$ cat src/rtl/load_store_unit_pkg.sv
// -----------------------------------------------------------------------------
// load_store_unit_pkg
// Shared definitions for the load/store unit:
//   - RISC-V funct3 width/sign codes for loads (LB/LH/LW/LBU/LHU) and
//     stores (SB/SH/SW)
//   - the unit's state enumeration
//   - small helpers that decode legality, alignment and store lane layout
// -----------------------------------------------------------------------------
package load_store_unit_pkg;

  // Load funct3 codes
  localparam logic [2:0] LB  = 3'b000;
  localparam logic [2:0] LH  = 3'b001;
  localparam logic [2:0] LW  = 3'b010;
  localparam logic [2:0] LBU = 3'b100;
  localparam logic [2:0] LHU = 3'b101;

  // Store funct3 codes
  localparam logic [2:0] SB  = 3'b000;
  localparam logic [2:0] SH  = 3'b001;
  localparam logic [2:0] SW  = 3'b010;

  typedef enum logic [1:0] {
    IDLE = 2'd0,
    WAIT = 2'd1,
    DONE = 2'd2
  } lsu_state_t;

  function automatic logic load_legal(input logic [2:0] f3);
    return (f3 == LB) || (f3 == LH) || (f3 == LW) || (f3 == LBU) || (f3 == LHU);
  endfunction

  function automatic logic store_legal(input logic [2:0] f3);
    return (f3 == SB) || (f3 == SH) || (f3 == SW);
  endfunction

  // Loads and stores share the size encoding in funct3[1:0]
  // (00 byte, 01 half, 10 word), so one check covers both.
  function automatic logic misaligned(input logic [2:0] f3, input logic [1:0] offset);
    logic bad;
    case (f3[1:0])
      2'b01:   bad = offset[0];
      2'b10:   bad = (offset != 2'b00);
      default: bad = 1'b0;
    endcase
    return bad;
  endfunction

  // Byte-enable pattern for a store, positioned at the byte offset.
  function automatic logic [3:0] store_mask(input logic [2:0] f3, input logic [1:0] offset);
    logic [3:0] mask;
    case (f3[1:0])
      2'b00:   mask = 4'b0001 << offset;
      2'b01:   mask = 4'b0011 << offset;
      default: mask = 4'b1111;
    endcase
    return mask;
  endfunction

  // Replicate the right-aligned store data across every lane it could
  // land in, so the byte enables alone select the destination.
  function automatic logic [31:0] store_lanes(input logic [2:0] f3, input logic [31:0] data);
    logic [31:0] lanes;
    case (f3[1:0])
      2'b00:   lanes = {4{data[7:0]}};
      2'b01:   lanes = {2{data[15:0]}};
      default: lanes = data;
    endcase
    return lanes;
  endfunction

endpackage

$ cat src/rtl/load_store_unit_align.sv
// -----------------------------------------------------------------------------
// load_align
// Combinational extract/extend of a load result from a 32-bit BRAM word.
//   rdata  [31:0] : raw word from the BRAM
//   offset [1:0]  : byte offset of the access inside the word
//   funct3 [2:0]  : load width/sign code (LB/LH/LW/LBU/LHU)
//   result [31:0] : right-aligned, sign- or zero-extended load data
// -----------------------------------------------------------------------------
module load_align
  import load_store_unit_pkg::*;
(
  input  logic [31:0] rdata,
  input  logic [1:0]  offset,
  input  logic [2:0]  funct3,
  output logic [31:0] result
);

  logic [7:0]  lane [4];
  logic [7:0]  byte_sel;
  logic [15:0] half_sel;

  for (genvar gi = 0; gi < 4; gi++) begin : g_lane
    assign lane[gi] = rdata[8*gi +: 8];
  end

  assign byte_sel = lane[offset];
  // Halves are only ever legal at offsets 0 and 2.
  assign half_sel = offset[1] ? rdata[31:16] : rdata[15:0];

  always_comb begin
    result = rdata;
    case (funct3)
      LB:      result = {{24{byte_sel[7]}}, byte_sel};
      LBU:     result = {24'd0, byte_sel};
      LH:      result = {{16{half_sel[15]}}, half_sel};
      LHU:     result = {16'd0, half_sel};
      default: result = rdata;
    endcase
  end

endmodule

$ cat src/rtl/load_store_unit.sv
// -----------------------------------------------------------------------------
// load_store_unit
// Memory-stage load/store unit in front of a single-port BRAM with a
// READ_LAT-cycle registered read (1 or 2). Stores finish in their accept
// cycle; loads stall the pipeline (MemBusy) for READ_LAT+1 cycles and then
// deliver an aligned, extended result with a one-cycle ReadValidM pulse.
//
// Ports
//   clk, reset             : clock, synchronous active-low reset
//   MemReqM                : access request valid
//   MemWriteM              : 1 = store, 0 = load
//   Funct3M [2:0]          : RISC-V width/sign code
//   AddrM [31:0]           : byte address
//   WriteDataM [31:0]      : right-aligned store data
//   ReadDataM [31:0]       : registered load result, held until next load
//   ReadValidM             : one-cycle pulse with each new load result
//   MemBusy                : stall request to the hazard unit
//   MisalignM              : one-cycle flag for a rejected access
//   bram_en, bram_we[3:0]  : BRAM enable and byte write enables
//   bram_addr [ADDR_W-1:0] : BRAM word address
//   bram_wdata [31:0]      : lane-replicated write data
//   bram_rdata [31:0]      : BRAM read data, READ_LAT cycles after enable
// -----------------------------------------------------------------------------
module load_store_unit
  import load_store_unit_pkg::*;
#(
  parameter int ADDR_W   = 12,
  parameter int READ_LAT = 1
) (
  input  logic              clk,
  input  logic              reset,
  input  logic              MemReqM,
  input  logic              MemWriteM,
  input  logic [2:0]        Funct3M,
  input  logic [31:0]       AddrM,
  input  logic [31:0]       WriteDataM,
  output logic [31:0]       ReadDataM,
  output logic              ReadValidM,
  output logic              MemBusy,
  output logic              MisalignM,
  output logic              bram_en,
  output logic [3:0]        bram_we,
  output logic [ADDR_W-1:0] bram_addr,
  output logic [31:0]       bram_wdata,
  input  logic [31:0]       bram_rdata
);

  // Last value of the WAIT counter before the read data is captured.
  localparam logic [1:0] WAIT_LAST = 2'(READ_LAT - 1);

  lsu_state_t  state_reg;
  logic [1:0]  wait_cnt_reg;
  logic [2:0]  funct3_reg;
  logic [1:0]  offset_reg;
  logic [31:0] read_data_reg;
  logic        read_valid_reg;

  logic        can_accept;
  logic        accept;
  logic        legal;
  logic        reject;
  logic        store_go;
  logic        load_go;
  logic [31:0] aligned;

  // ---------------------------------------------------------------------------
  // Accept / reject decode (all gated by reset so outputs are quiet in reset)
  // ---------------------------------------------------------------------------
  assign can_accept = (state_reg == IDLE) || (state_reg == DONE);
  assign accept     = reset && MemReqM && can_accept;
  assign legal      = MemWriteM ? store_legal(Funct3M) : load_legal(Funct3M);
  assign reject     = accept && (!legal || misaligned(Funct3M, AddrM[1:0]));
  assign store_go   = accept && !reject && MemWriteM;
  assign load_go    = accept && !reject && !MemWriteM;

  // ---------------------------------------------------------------------------
  // Combinational outputs
  // ---------------------------------------------------------------------------
  assign MisalignM  = reject;
  // Stall starts in the accept cycle and covers every WAIT cycle.
  assign MemBusy    = load_go || (reset && (state_reg == WAIT));
  assign bram_en    = store_go || load_go;
  assign bram_we    = store_go ? store_mask(Funct3M, AddrM[1:0]) : 4'b0000;
  // Upper address bits are dropped, so out-of-range addresses wrap.
  assign bram_addr  = reset ? AddrM[ADDR_W+1:2] : '0;
  assign bram_wdata = reset ? store_lanes(Funct3M, WriteDataM) : 32'd0;

  assign ReadDataM  = read_data_reg;
  assign ReadValidM = read_valid_reg;

  if (ADDR_W + 2 < 32) begin : g_unused_addr
    logic unused_addr_bits;
    assign unused_addr_bits = ^AddrM[31:ADDR_W+2];
  end

  // ---------------------------------------------------------------------------
  // Extract/extend from the BRAM word using the latched access shape
  // ---------------------------------------------------------------------------
  load_align u_load_align (
    .rdata  (bram_rdata),
    .offset (offset_reg),
    .funct3 (funct3_reg),
    .result (aligned)
  );

  // ---------------------------------------------------------------------------
  // State machine with registered load result
  // ---------------------------------------------------------------------------
  always_ff @(posedge clk) begin
    if (!reset) begin
      state_reg      <= IDLE;
      wait_cnt_reg   <= 2'd0;
      funct3_reg     <= 3'd0;
      offset_reg     <= 2'd0;
      read_data_reg  <= 32'd0;
      read_valid_reg <= 1'b0;
    end else begin
      read_valid_reg <= 1'b0;
      case (state_reg)
        IDLE, DONE: begin
          // DONE behaves like IDLE so back-to-back loads need no bubble.
          if (load_go) begin
            funct3_reg   <= Funct3M;
            offset_reg   <= AddrM[1:0];
            wait_cnt_reg <= 2'd0;
            state_reg    <= WAIT;
          end else begin
            state_reg    <= IDLE;
          end
        end
        WAIT: begin
          // MemReqM is ignored here: the stalled pipeline holds it stable.
          if (wait_cnt_reg == WAIT_LAST) begin
            read_data_reg  <= aligned;
            read_valid_reg <= 1'b1;
            state_reg      <= DONE;
          end else begin
            wait_cnt_reg   <= wait_cnt_reg + 2'd1;
          end
        end
        default: state_reg <= IDLE;
      endcase
    end
  end

endmodule

$ cat config.mk
export PLATFORM = sky130hd
export DESIGN_NAME = load_store_unit
export DESIGN_NICKNAME = d
export VERILOG_FILES = /design/src/rtl/load_store_unit_pkg.sv /design/src/rtl/load_store_unit_align.sv /design/src/rtl/load_store_unit.sv
export SDC_FILE = /design/constraint.sdc
export NUM_CORES = 1
export LEC_CHECK = 0
export CAP_MARGIN = 20
export CORE_UTILIZATION = 40
export CTS_CLUSTER_DIAMETER = 40
export DETAILED_ROUTE_END_ITERATION = 10
export GPL_ROUTABILITY_DRIVEN = 0
export PLACE_DENSITY = 0.88
export SYNTH_ARGS = -nofsm -noshare
export SYNTH_HDL_FRONTEND = slang
export SYNTH_HIERARCHICAL = 1
export SYNTH_SLANG_ARGS = --single-unit
export TNS_END_PERCENT = 10
$ cat constraint.sdc
create_clock -name clk -period 6 [get_ports clk]
set_input_delay 1.8 -clock clk [delete_from_list [all_inputs] [get_ports clk]]
set_output_delay 1.8 -clock clk [all_outputs]
set_load 0.005 [all_outputs]
==> run_results.csv <==
group,metric,value,unit
worst_setup_path,critPathCaptureType,"output pin",
grt,grt_use_met1,28.6,%
grt,grt_most_used_layer,"met2",
synth,syn_nets,524,
layout,instances_no_fill,667,
floorplanning,io_pins,187,
floorplanning,core-area,6870,um^2
sta,fin_worst_skew,0.00360,ns
placement,dp.cells,658,
grt,met3_usage,6.38,%
worst_setup_path,startpoint_type,"input port",
layout,nets,677,
sta,finalSetupViolCount,0,
sta,timing.final.crit_share,97.5,%
synth,synthFlopType,"dfxtp_1",
synth,synth_cell_types,47,
grt,grtUsageTotal,26.3,%
power_and_ir_drop,powerDensity,156,nW/um^2
layout,drive_gt1_share,6.48,%
synth,synth_area_leaders,"dfxtp_1, nand2_1, a21oi_1, a22oi_1, and2_1",
sta,tns,0,ns
cts,clockBufferDepth,2,
floorplanning,initial_core_util,41.8,%
worst_setup_path,worstReg2RegStart,"offset_reg[1]",
layout,antenna_cells,0,
layout,fillers,569,
worst_setup_path,crit_start,"Funct3M[0]",
grt,grt-ovfl-total,0,
placement,dp_hpwl,7790,um
sta,worstMarginPinSlew,1.08,ns
sta,period_needed,5.85,ns
synth,synth.top_cell.area_share,29.3,%
power_and_ir_drop,total_leakage_power,1.78,nW
cts,clock-sinks,42,
synth,seq_area_frac_synth,29.3,%
floorplanning,num_rows,30,
hold_path,hold_path_depth,2,
route,viasPerCell,5.29,
hold_path,hold_path_class,"register to register",
route,drc_errors,0,
cts,cts.clk_slew.worst_paths,0.08,ns
route,postRouteAntennaNets,0,
run,max_cap_viol_count,0,
hold_path,holdPathEnd,"ReadDataM[3]",
placement,place.port_buffers,168,
synth,synth_cells,417,
layout,largest_reg_flops,32,
cts,cts_buffers,5,
sta,rsz0062_at_grt,"false",
worst_setup_path,path_class,"input port to output pin",
sta,finalHoldViolations,0,
sta,drv_slew,0,
cts,cts_tree,"built",
synth,yosys_warnings,6,
sta,fmax,171,MHz
route,dr_total_vias,3527,
synth,async_reset_ff_share,0,%
grt,grt_pass1_vias,3377,
cts,root_buffer,"clkbuf_8",
layout,synthToLayoutAreaGrowth,63.7,%
grt,antenna_found_initial,0,
sta,timing.slew.headroom,27.6,%
worst_setup_path,cp.required,4.20,ns
route,post_drt_wl_per_cell,14.9,um
grt,grtUsageMet2,47.3,%
synth,syn_area,2870,um^2
synth,synth-edff-count,0,
worst_setup_path,reg2reg_depth,6,
floorplanning,fp.dieH,86.7,um
cts,htree_levels,2,
synth,synth_top_area_cell,"dfxtp_1",
worst_setup_path,r2r_end,"ReadDataM[25]",
route,routed_wl,9910,um
power_and_ir_drop,ir_drop,69.0,uV
worst_setup_path,regToRegSetupSlack,3.85,ns
hold_path,hold_path_startpoint,"ReadDataM[3]",
floorplanning,dieArea,7520,um^2
grt,grt_max_degree,38,
synth,synth.avg_cell_area,6.88,um^2
grt,grt_pass1_wl,15500,um
cts,insertion_delay,0.30,ns
floorplanning,dieWidth,86.7,um
worst_setup_path,crit_fanout,4,
route,drt-initial-drc-count,148,
outcome,outcome,"finished, final reports clean",
worst_setup_path,worstPathArrival,4.05,ns
route,firstDrtPassIters,4,
synth,ys_ff_latch,42,
==> logic make-up (layout without fill, tap and decap cells) <==
| kind of cell | count (synthesis) | count (layout) | synth area share [%] |
|---|---|---|---|
| AND/OR/NAND/NOR | 206 | 206 | 32.4 |
| buffers and inverters | 41 | 195 | 6.63 |
| AO/OA/AOI/OAI | 109 | 109 | 24.1 |
| flip-flops | 42 | 42 | 29.3 |
| adder cells (fa/ha/maj) | 4 | 4 | 1.74 |
| multiplexers | 15 | 15 | 5.89 |
==> cell usage after synthesis (2+ instances only) <==
cell type	instances
a22oi_1	24
nand2b_1	3
and2_1	22
nand2_2	2
clkbuf_1	16
ha_1	4
inv_1	9
nor2b_1	5
o21ai_0	11
buf_2	8
mux2i_1	9
dfxtp_1	42
nand3_1	2
nand2_1	140
mux2_2	5
o211ai_1	2
buf_4	5
a21oi_1	60
nor2_1	19
nor3_1	2
==> power by group <==
part / switching, mW / leakage (nW) / internal [mW]
Combinational: 0.102 / 1.38 / 0.131
Sequential: 0.00527 / 0.339 / 0.283
Clock: 0.0941 / 0.0575 / 0.116
Total: 0.201 / 1.78 / 0.530
==> stage by stage <==
stage | hold slack, ns | worst slack (ns) | util, % | area [um^2] | total power, mW
2_1_floorplan | 0.428 | 1.31 | - | 2870 | 0.395
3_3_place_gp | 0.434 | 0.214 | 66.6 | 4580 | 0.520
3_5_place_dp | 0.445 | 0.104 | 66.6 | 4580 | 0.524
4_1_cts | 0.456 | 0.100 | 68.3 | 4690 | 0.734
5_1_grt | 0.477 | 0.0624 | 68.4 | 4700 | 0.766
6_report | 0.456 | 0.149 | 68.4 | 4700 | 0.732
==> repair_timing <==
item,CTS,global route
gates resized for setup,0,0
hold buffers,0,0
buffers inserted,0,1
endpoints found under the setup margin,0,1
==> how the worst max path moves through the flow <==
stage	to	slack, ns	depth (start not counted)
6_report	bram_we[2]	0.15	8
5_1_grt	bram_we[2]	0.06	8
4_1_cts	bram_we[2]	0.10	8
3_5_place_dp	bram_we[2]	0.10	8
3_3_place_gp	bram_we[2]	0.21	8
2_1_floorplan	MisalignM	1.31	7
==> per-layer routing <==
metal,up-vias,share of wire (%)
met2,205,50
met1,1590,38
met4,0,4.0
met5,-,0
met3,33,8.4
li1,1699,-
==> layout by cell type, fill, tap and decap left out, types with 2 or more instances in the layout <==
cell type | netlist | layout
mux2i_1 | 9 | 9
nand2_2 | 2 | 2
a22oi_1 | 24 | 24
inv_1 | 9 | 9
o211ai_1 | 2 | 2
clkbuf_8 | 0 | 8
ha_1 | 4 | 4
clkdlybuf4s50_1 | 0 | 168
and2_1 | 22 | 22
nand2b_1 | 3 | 3
nor3_1 | 2 | 2
nor2_1 | 19 | 19
nor2b_1 | 5 | 5
a21oi_1 | 60 | 60
o21ai_0 | 11 | 11
nand3_1 | 2 | 2
nand2_1 | 140 | 140
mux2_2 | 5 | 5
dfxtp_1 | 42 | 42
buf_4 | 5 | 9
==> final cells by class <==
cell class              instances  area [um^2]  share of cell area, %
clock buffers                   8          110                   2.34
inverters                      10         37.5                  0.799
well taps                      96          120                   2.56
repair buffers                177         1750                   37.3
multi-input cells             334         1840                   39.1
flip-flops and latches         42          841                   17.9
==> critical path, cell delays in order <==
cell	delay, ns
clkdlybuf4s50_1	0.50
inv_1	0.08
ha_1	0.28
o211a_1	0.30
a31oi_4	0.20
nand4_2	0.16
a21oi_1	0.17
clkdlybuf4s50_1	0.55
Note: power is estimated with default switching activity, not from simulation.
